===== config.mk =====
export PLATFORM = sky130hd
export DESIGN_NAME = stopwatch_ctr_flat
export DESIGN_NICKNAME = d
export VERILOG_FILES = /design/src/rtl/stopwatch_pkg.sv /design/src/rtl/stopwatch_ctr_if.sv /design/src/rtl/seg7_dec.sv /design/src/rtl/stopwatch_ctr.sv /design/src/flat_wrapper.sv
export SDC_FILE = /design/constraint.sdc
export NUM_CORES = 1
export LEC_CHECK = 0
export CAP_MARGIN = 20
export CELL_PAD_IN_SITES_DETAIL_PLACEMENT = 1
export CELL_PAD_IN_SITES_GLOBAL_PLACEMENT = 1
export CORE_MARGIN = 2
export CORE_UTILIZATION = 25
export CTS_BUF_LIST = sky130_fd_sc_hd__clkbuf_16
export DETAILED_ROUTE_END_ITERATION = 10
export PLACE_DENSITY = 0.63
export SLEW_MARGIN = 10
export SYNTH_ARGS = -nofsm -noshare
export SYNTH_HDL_FRONTEND = slang
export SYNTH_SLANG_ARGS = --single-unit

===== constraint.sdc =====
create_clock -name clk -period 2.1 [get_ports clk]
set_clock_uncertainty 0.2 [all_clocks]
set_input_delay 0.42 -clock clk [delete_from_list [all_inputs] [get_ports clk]]
set_output_delay 0.42 -clock clk [all_outputs]
set_load 0.05 [all_outputs]

===== src/rtl/stopwatch_pkg.sv =====
// stopwatch_pkg -- shared types and constants for the stopwatch counter.
//   sw_state_e : controller states (IDLE / RUN / PAUSE)
//   SEG_0..9   : active-low 7-segment codes, bit0 = a .. bit6 = g
//   SEG_BLANK  : all segments off, used for non-BCD codes
//   to_bcd16   : constant-only helper that turns an integer into 4 BCD digits
package stopwatch_pkg;

  typedef enum logic [1:0] {
    ST_IDLE  = 2'd0,
    ST_RUN   = 2'd1,
    ST_PAUSE = 2'd2
  } sw_state_e;

  localparam logic [6:0] SEG_0     = 7'b1000000;
  localparam logic [6:0] SEG_1     = 7'b1111001;
  localparam logic [6:0] SEG_2     = 7'b0100100;
  localparam logic [6:0] SEG_3     = 7'b0110000;
  localparam logic [6:0] SEG_4     = 7'b0011001;
  localparam logic [6:0] SEG_5     = 7'b0010010;
  localparam logic [6:0] SEG_6     = 7'b0000010;
  localparam logic [6:0] SEG_7     = 7'b1111000;
  localparam logic [6:0] SEG_8     = 7'b0000000;
  localparam logic [6:0] SEG_9     = 7'b0010000;
  localparam logic [6:0] SEG_BLANK = 7'b1111111;

  // Only ever evaluated on parameters at elaboration time, so the divide and
  // modulo here never turn into hardware.
  function automatic logic [15:0] to_bcd16(input int value);
    int v;
    logic [15:0] r;
    v = value;
    r = '0;
    for (int i = 0; i < 4; i++) begin
      r[i*4 +: 4] = 4'(v % 10);
      v = v / 10;
    end
    return r;
  endfunction

endpackage


===== src/rtl/stopwatch_ctr_if.sv =====
// stopwatch_ctr_if -- control and display signals of the stopwatch counter.
//   start, stop, clr, dir : controls driven by the master
//   lap                   : lap-hold toggle, only with STOPWATCH_LAP_EN
//   seg                   : DIGITS x 7 active-low segment lines
//   hb, running, tc       : status driven by the counter (slave)
interface stopwatch_ctr_if #(
  parameter int DIGITS = 2
);
  logic                  start;
  logic                  stop;
  logic                  clr;
  logic                  dir;
`ifdef STOPWATCH_LAP_EN
  logic                  lap;
`endif
  logic [DIGITS*7-1:0]   seg;
  logic                  hb;
  logic                  running;
  logic                  tc;

`ifdef STOPWATCH_LAP_EN
  modport master (output start, stop, clr, dir, lap, input seg, hb, running, tc);
  modport slave  (input start, stop, clr, dir, lap, output seg, hb, running, tc);
`else
  modport master (output start, stop, clr, dir, input seg, hb, running, tc);
  modport slave  (input start, stop, clr, dir, output seg, hb, running, tc);
`endif
endinterface


===== src/rtl/seg7_dec.sv =====
// seg7_dec -- one BCD digit to active-low 7-segment code.
//   bcd : 4-bit BCD digit in
//   seg : segments out, bit0 = a .. bit6 = g, 0 = lit
import stopwatch_pkg::*;

module seg7_dec (
  input  logic [3:0] bcd,
  output logic [6:0] seg
);
  always_comb begin
    seg = SEG_BLANK;
    case (bcd)
      4'd0: seg = SEG_0;
      4'd1: seg = SEG_1;
      4'd2: seg = SEG_2;
      4'd3: seg = SEG_3;
      4'd4: seg = SEG_4;
      4'd5: seg = SEG_5;
      4'd6: seg = SEG_6;
      4'd7: seg = SEG_7;
      4'd8: seg = SEG_8;
      4'd9: seg = SEG_9;
      default: seg = SEG_BLANK;
    endcase
  end
endmodule


===== src/rtl/stopwatch_ctr.sv =====
// stopwatch_ctr -- BCD stopwatch with prescaler, up/down count and 7-seg out.
//   clk   : clock, all state on rising edge
//   rst_n : asynchronous active-low reset
//   bus   : stopwatch_ctr_if.slave (start/stop/clr/dir[/lap] in,
//           seg/hb/running/tc out)
// Optional feature: define STOPWATCH_LAP_EN to add the lap-hold display
// freeze; without it seg always shows the live count.
import stopwatch_pkg::*;

module stopwatch_ctr #(
  parameter int TICK_DIV = 50000000,
  parameter int DIGITS   = 2,
  parameter int MODULUS  = 100
) (
  input  logic            clk,
  input  logic            rst_n,
  stopwatch_ctr_if.slave  bus
);
  localparam int PW = $clog2(TICK_DIV);
  localparam int CW = DIGITS * 4;
  localparam logic [15:0]   MAX_BCD16 = to_bcd16(MODULUS - 1);
  localparam logic [CW-1:0] MAX_BCD   = MAX_BCD16[CW-1:0];

  sw_state_e           state_reg, state_next;
  logic [PW-1:0]       presc_reg, presc_next;
  logic [CW-1:0]       count_reg, count_next;
  logic [CW-1:0]       inc_val, dec_val, disp_val;
  logic [DIGITS-1:0]   carry, borrow;   // carry/borrow into digit gi
  logic [DIGITS*7-1:0] seg_val;
  logic                hb_reg, tc_reg, tick, wrap, at_max, at_zero;

  // Controller: stop has priority over start while running.
  always_comb begin
    state_next = state_reg;
    case (state_reg)
      ST_IDLE, ST_PAUSE: if (bus.start && !bus.stop) state_next = ST_RUN;
      ST_RUN:            if (bus.stop) state_next = ST_PAUSE;
      default:           state_next = ST_IDLE;
    endcase
  end

  // Prescaler only advances while staying in RUN, so leaving RUN drops any
  // partial prescale and every RUN entry starts a fresh TICK_DIV window.
  assign tick = (state_reg == ST_RUN) && (presc_reg == PW'(TICK_DIV - 1));

  always_comb begin
    presc_next = '0;
    if (state_reg == ST_RUN && state_next == ST_RUN && !tick)
      presc_next = presc_reg + PW'(1);
  end

  // Per-digit ripple increment/decrement and display decoders.
  genvar gi;
  generate
    for (gi = 0; gi < DIGITS; gi++) begin : g_digit
      logic [3:0] d;
      assign d = count_reg[gi*4 +: 4];
      if (gi == 0) begin : g_lsd
        assign carry[gi]  = 1'b1;
        assign borrow[gi] = 1'b1;
      end else begin : g_upper
        assign carry[gi]  = carry[gi-1]  && (count_reg[(gi-1)*4 +: 4] == 4'd9);
        assign borrow[gi] = borrow[gi-1] && (count_reg[(gi-1)*4 +: 4] == 4'd0);
      end
      assign inc_val[gi*4 +: 4] = !carry[gi]  ? d : ((d == 4'd9) ? 4'd0 : d + 4'd1);
      assign dec_val[gi*4 +: 4] = !borrow[gi] ? d : ((d == 4'd0) ? 4'd9 : d - 4'd1);

      seg7_dec u_dec (
        .bcd (disp_val[gi*4 +: 4]),
        .seg (seg_val[gi*7 +: 7])
      );
    end
  endgenerate

  assign at_max  = (count_reg == MAX_BCD);
  assign at_zero = (count_reg == '0);

  always_comb begin
    count_next = count_reg;
    wrap       = 1'b0;
    if (tick) begin
      if (!bus.dir) begin
        count_next = at_max ? '0 : inc_val;
        wrap       = at_max;
      end else begin
        count_next = at_zero ? MAX_BCD : dec_val;
        wrap       = at_zero;
      end
    end
  end

  always_ff @(posedge clk or negedge rst_n) begin
    if (!rst_n) begin
      state_reg <= ST_IDLE;
      presc_reg <= '0;
      count_reg <= '0;
      hb_reg    <= 1'b0;
      tc_reg    <= 1'b0;
    end else if (bus.clr) begin
      state_reg <= ST_IDLE;
      presc_reg <= '0;
      count_reg <= '0;
      hb_reg    <= 1'b0;
      tc_reg    <= 1'b0;
    end else begin
      state_reg <= state_next;
      presc_reg <= presc_next;
      count_reg <= count_next;
      hb_reg    <= hb_reg ^ tick;
      tc_reg    <= wrap;
    end
  end

`ifdef STOPWATCH_LAP_EN
  logic          lap_prev_reg, hold_reg;
  logic [CW-1:0] held_reg;

  // lap_prev keeps tracking through clr so a held-high lap is not seen as
  // a fresh edge once clr drops.
  always_ff @(posedge clk or negedge rst_n) begin
    if (!rst_n) begin
      lap_prev_reg <= 1'b0;
      hold_reg     <= 1'b0;
      held_reg     <= '0;
    end else begin
      lap_prev_reg <= bus.lap;
      if (bus.clr) begin
        hold_reg <= 1'b0;
      end else if (bus.lap && !lap_prev_reg) begin
        hold_reg <= !hold_reg;
        if (!hold_reg) held_reg <= count_reg;
      end
    end
  end

  assign disp_val = hold_reg ? held_reg : count_reg;
`else
  assign disp_val = count_reg;
`endif

  assign bus.seg     = seg_val;
  assign bus.hb      = hb_reg;
  assign bus.running = (state_reg == ST_RUN);
  // A wrap on the very tick where stop is taken lands in PAUSE; tc is masked
  // there so it is only ever seen while running.
  assign bus.tc      = tc_reg && (state_reg == ST_RUN);

endmodule

===== src/flat_wrapper.sv =====
// flat-port wrapper written by rule: the top's interface ports become plain ports
module stopwatch_ctr_flat 
#(
  parameter int TICK_DIV = 50000000,
  parameter int DIGITS   = 2,
  parameter int MODULUS  = 100
)
  (clk, rst_n, bus_start, bus_stop, bus_clr, bus_dir, bus_seg, bus_hb, bus_running, bus_tc);
  stopwatch_ctr_if #(.DIGITS(DIGITS)) bus_i ();
  input  logic clk;
  input  logic rst_n;
  input wire logic [$bits(bus_i.start)-1:0] bus_start;
  input wire logic [$bits(bus_i.stop)-1:0] bus_stop;
  input wire logic [$bits(bus_i.clr)-1:0] bus_clr;
  input wire logic [$bits(bus_i.dir)-1:0] bus_dir;
  output wire logic [$bits(bus_i.seg)-1:0] bus_seg;
  output wire logic [$bits(bus_i.hb)-1:0] bus_hb;
  output wire logic [$bits(bus_i.running)-1:0] bus_running;
  output wire logic [$bits(bus_i.tc)-1:0] bus_tc;
  assign bus_i.start = bus_start;
  assign bus_i.stop = bus_stop;
  assign bus_i.clr = bus_clr;
  assign bus_i.dir = bus_dir;
  assign bus_seg = bus_i.seg;
  assign bus_hb = bus_i.hb;
  assign bus_running = bus_i.running;
  assign bus_tc = bus_i.tc;
  stopwatch_ctr #(.TICK_DIV(TICK_DIV), .DIGITS(DIGITS), .MODULUS(MODULUS)) u_core (.clk(clk), .rst_n(rst_n), .bus(bus_i));
endmodule

# Yosys cells after proc, flatten, opt, wreduce, memory -nomap -nowiden
# Memories as Yosys holds them, arrays and structs flattened.
# Index checks and enable logic that the tools add are counted.
# word_totals
register_bits	38
latchBits	0
ramBits	0
romBits	224
inputBits	6
out_inout_bits	17
word_cells	58
mem_count	2
# op_classes
n_addsub	5
mul	0
n_div	0
magnitude_cmp	0
n_eq_ne	8
shift	0
muxes	21
bitwise_logic	1
reduce_logical	15
# mem_list
memory	depth	width	rd	rd_ports_with_merged_regs	wr	line	text
(name not given)	16	7	1	0	0	seg7_dec.sv:12	case (bcd)
(name not given)	16	7	1	0	0	seg7_dec.sv:12	
# op_table
operator	count
$mux W26	2
$mux W8	5
$add A26 B1 Y26 const B	1
$eq A26 B26 Y1 const B	1
$mux W4	6
$add A4 B1 Y4 const B	2
$eq A4 B4 Y1 const B	2
$eq A8 B8 Y1 const B	1
$logic_not A4 Y1	2
$logic_not A8 Y1	1
$sub A4 B1 Y4 const B	2
$mux W2	3
$logic_and A1 B1 Y1	5
$eq A2 B1 Y1 const B	2
$mux W1	4
$ne A4 B2 Y1 const B	1
$pmux W2 S2	1
$reduce_bool A4 Y1	1
$reduce_and A3 Y1	1
$eq A2 B2 Y1 const B	1
$logic_not A1 Y1	2
$logic_not A2 Y1	1
$reduce_bool A2 Y1	1
$reduce_or A2 Y1	1
$xor A1 B1 Y1	1

# Logic depth before layout (Yosys ltp)
# logic_depth
ltp_word	9
depth_mapped	7

# Cells and area by module
# Synthesis repeated with hierarchy kept, for this count alone.
# hier_totals
cells_unflattened	308
area_unflattened_um2	2658.8
# by_module_without_submodules
module	n_inst	cells_each	area_per_inst_um2	seq_area_each_um2
stopwatch_ctr	1	242	2238.4	950.9
seg7_dec	2	33	210.2	0.0

# Worst setup path before layout
# Ideal clock, no wire load.
# synth_timing
path_type	register to output
from	register u_core.count_reg[4]
to	output port bus_seg[11]
arrival_time_ps	2068
required_time_ps	1480
setup_slack_ps	-588
path_stages_with_launch	5
cell_sequence	dfrtp_1 -> inv_1 -> ha_1 -> ha_1 -> o21ai_0
# synth_via
elab_chain_cells	1
# synth_rtl
element	line	text
start: declaration	stopwatch_ctr.sv:26	logic [CW-1:0] count_reg, count_next;
start signal: assignment	stopwatch_ctr.sv:108	count_reg <= count_next;
$mem_v2 Z16 W7	--	
end: declaration	flat_wrapper.sv:16	output wire logic [$bits(bus_i.seg)-1:0] bus_seg;
# Every way passes these cells.

# Final worst setup path
# layout_timing
from	register u_core.count_reg[0]
to	output port bus_seg[4]
# Same word-level chain as after synthesis.

==> results.md <==
* Clock transition at path regs at 60 ps
* Hpwl dp at 5068 um
* Final Hold Viols at 12
* Core Region at 0.009684 mm2
* Sink Count at 38
* Min Tclk post-route at 2114 ps
* Hold-fix buffer count after cts at 0
* Slowest library cell on the worst path: dfrtp_2
* CTS H-tree depth at 2
* Final RePlAce weighted congestion at 0.8363
* Seq/Total Area, Yosys at 38.60%
* Initial antenna violation count at 0
* Max_cap viols at 0
* DRT Pass-1 Iters at 4
* Crit path largest cell delay at 410 ps
* Vias in the first global route at 2532
* P&R area growth vs syn at 57.75%
* Worst EP arrival at 1490 ps
* Finished Layout Cells at 508
* Largest register FFs at 26
* Synth Warn # at 0
* Clock Tree Root: clkbuf_16
* Die ar. at 0.01066 mm2
* Violations in the final reports: hold timing, setup timing
* CP bufs+invs at 2
* Initial core utilization at 25.44%
* Post-synth top area cell: dfrtp_1
* Nets@finish at 391
* Global-route wire length before repair at 12250 um
* 1st-iter DRT viols at 58
* Leak at 1.532 nW
* Fin area at 0.003886 mm2
* Status: complete, but fails checks
* Util after Layout at 40.13%
* Rows at 36
* PwrDens at 754.2 mW/mm2
* Fraction of final layout cells sized beyond drive strength 1 at 41.07%
* Worst hold path type: input port to asynchronous set/reset pin
* Total Wirelength at 7416 um
* Area after DPL at 0.003334 mm2
* Skew-Pair Late Insertion Delay at 280 ps
* Max Freq at 472.9 MHz
* Share of the synthesized area in the top cell type at 38.60%
* Crit path max-delay family: flip-flops
* Cts bufs inserted at 5
* Vias/cell at 4.754
* Post-synth EDFFs at 0
* Final setup viols at 3
* Final worst-path cycle share at 100.7%
* Slew Limit Fails at 0
* CP Capture Type: primary output
* Most common cell in the netlist: nor2_1
* Mapped Cells at 292
* Post-Syn Area at 0.002464 mm2
* Width of the die at 103.3 um
* Worst-path cell chain: inv_2, ha_4, ha_1, mux2i_4, buf_12
* Number of diodes at 0
* RSZ-0062 raised after global routing: true
* Inst Count DP at 486
* Post-Syn Nets at 309
* Largest net degree at the start of global routing at 39
* Setup CP Type: register to primary output
* Number of synthesized register bits at 38
* Maximum vdd drop at 0.5883 mV
* Slew headroom at 65.75%
* Gr usage total at 14.50%
* Port bufs at 22
* Post-synthesis cell type count at 43
* DRT antenna net count at 0
* Synth async-reset ratio at 100.0%
* Most used DFF post-synth: dfrtp_1
* WHS at -8.275 ps
* Avg Cell Area, Syn at 8.437 um2
* Least-Margin Pin Slew at 513.8 ps
* Worst-path fanout max at 4
* Boundary Pins at 23
* Die span in y at 103.3 um
* Startpoint Class: register
* Max clock buf depth at 2
* Final WS setup at -14.47 ps
* Residual DRC at 0
* Synth area leaders: dfrtp_1 (39%), xnor2_1 (7.1%), nor2_1 (6.9%)
* CTS tree: built
* Required time of the critical path at 1480 ps
* Synth cell count leaders: nor2_1 (45), dfrtp_1 (38), nand2_1 (23)
* WL/cell at 14.60 um
* Grt ovf at 0
* Vias post-DR at 2415
-- cell families (layout without fill, tap and decap cells) --
kind of cell	Yosys count	in the layout	share of synthesized area [%]
AND/OR/NAND/NOR	135	135	28.39
flip-flops	38	38	38.60
buffers and inverters	27	110	4.215
AO/OA/AOI/OAI	50	50	11.78
multiplexers	5	5	2.184
XOR/XNOR	26	26	9.243
adder cells (fa/ha/maj)	11	11	5.587
-- worst reg2reg max path, cell delays in order, from the launching register on --
cell	delay, ps
dfrtp_1	390
and4_4	270
nand3_4	80
or3_4	380
or4_1	480
a21oi_1	160
-- worst paths after layout --
path	start	end	slack [ps]	cells after the start
max in group asynchronous	rst_n	u_core.count_reg[4]	1320	2
setup reg to reg	u_core.presc_reg[7]	u_core.presc_reg[25]	80	5
hold reg to reg	u_core.presc_reg[0]	u_core.presc_reg[0]	340	2
setup / recovery	u_core.count_reg[0]	bus_seg[4]	-10	5
min in group clk	u_core.presc_reg[0]	u_core.presc_reg[0]	340	2
hold / removal	rst_n	u_core.presc_reg[3]	-8	2
-- where the power goes --
group	switching, mW	internal [mW]
logic	0.776	0.641
registers	0.0426	0.758
clock network	0.286	0.427
total	1.10	1.83
-- timing repair --
| item | CTS | global route |
|---|---|---|
| cloned | 0 | 1 |
| endpoints found under the hold margin | 0 | 0 |
| resized for setup | 50 | 26 |
| setup buffers | 11 | 3 |
| pin swaps | 17 | 8 |
| setup endpoints to repair | 13 | 45 |
-- cells in the final DEF, fill, tap and decap left out, drive strengths merged, types with 12 or more instances in the layout --
master / instances
xnor2: 20
inv: 17
nor3: 12
nand2: 23
dfrtp: 38
a21oi: 20
nor2: 45
buf: 80
o21ai: 15
-- per-stage QoR --
step / total power, mW / setup slack, ps / setup TNS, ps
2_1_floorplan: 1.454 / -105.6 / -105.6
3_3_place_gp: 1.973 / -182.7 / -464.8
3_5_place_dp: 1.991 / -235.2 / -672.8
4_1_cts: 2.877 / -14.54 / -40.47
5_1_grt: 3.072 / -75.95 / -558.5
6_report: 2.931 / -14.47 / -29.52
-- metal layers --
layer  global-route usage, %  part of all wire (%)  wire [um]
met1                   17.78                    45       3370
met2                   26.27                    51       3773
met3                   2.487                   2.1        158
met4                   3.846                   1.5        114
met5                       0                     0          0
-- cell type report --
class	instances	area (um2)
fill	1120	5798
multi-input combinational	227	1685
sequential	38	957.2
timing repair buffer	85	872.1
tap	133	166.4
clock buffer	5	125.1
inverter	17	68.82
clock inverter	3	11.26
(Power assumes the default switching activity.)
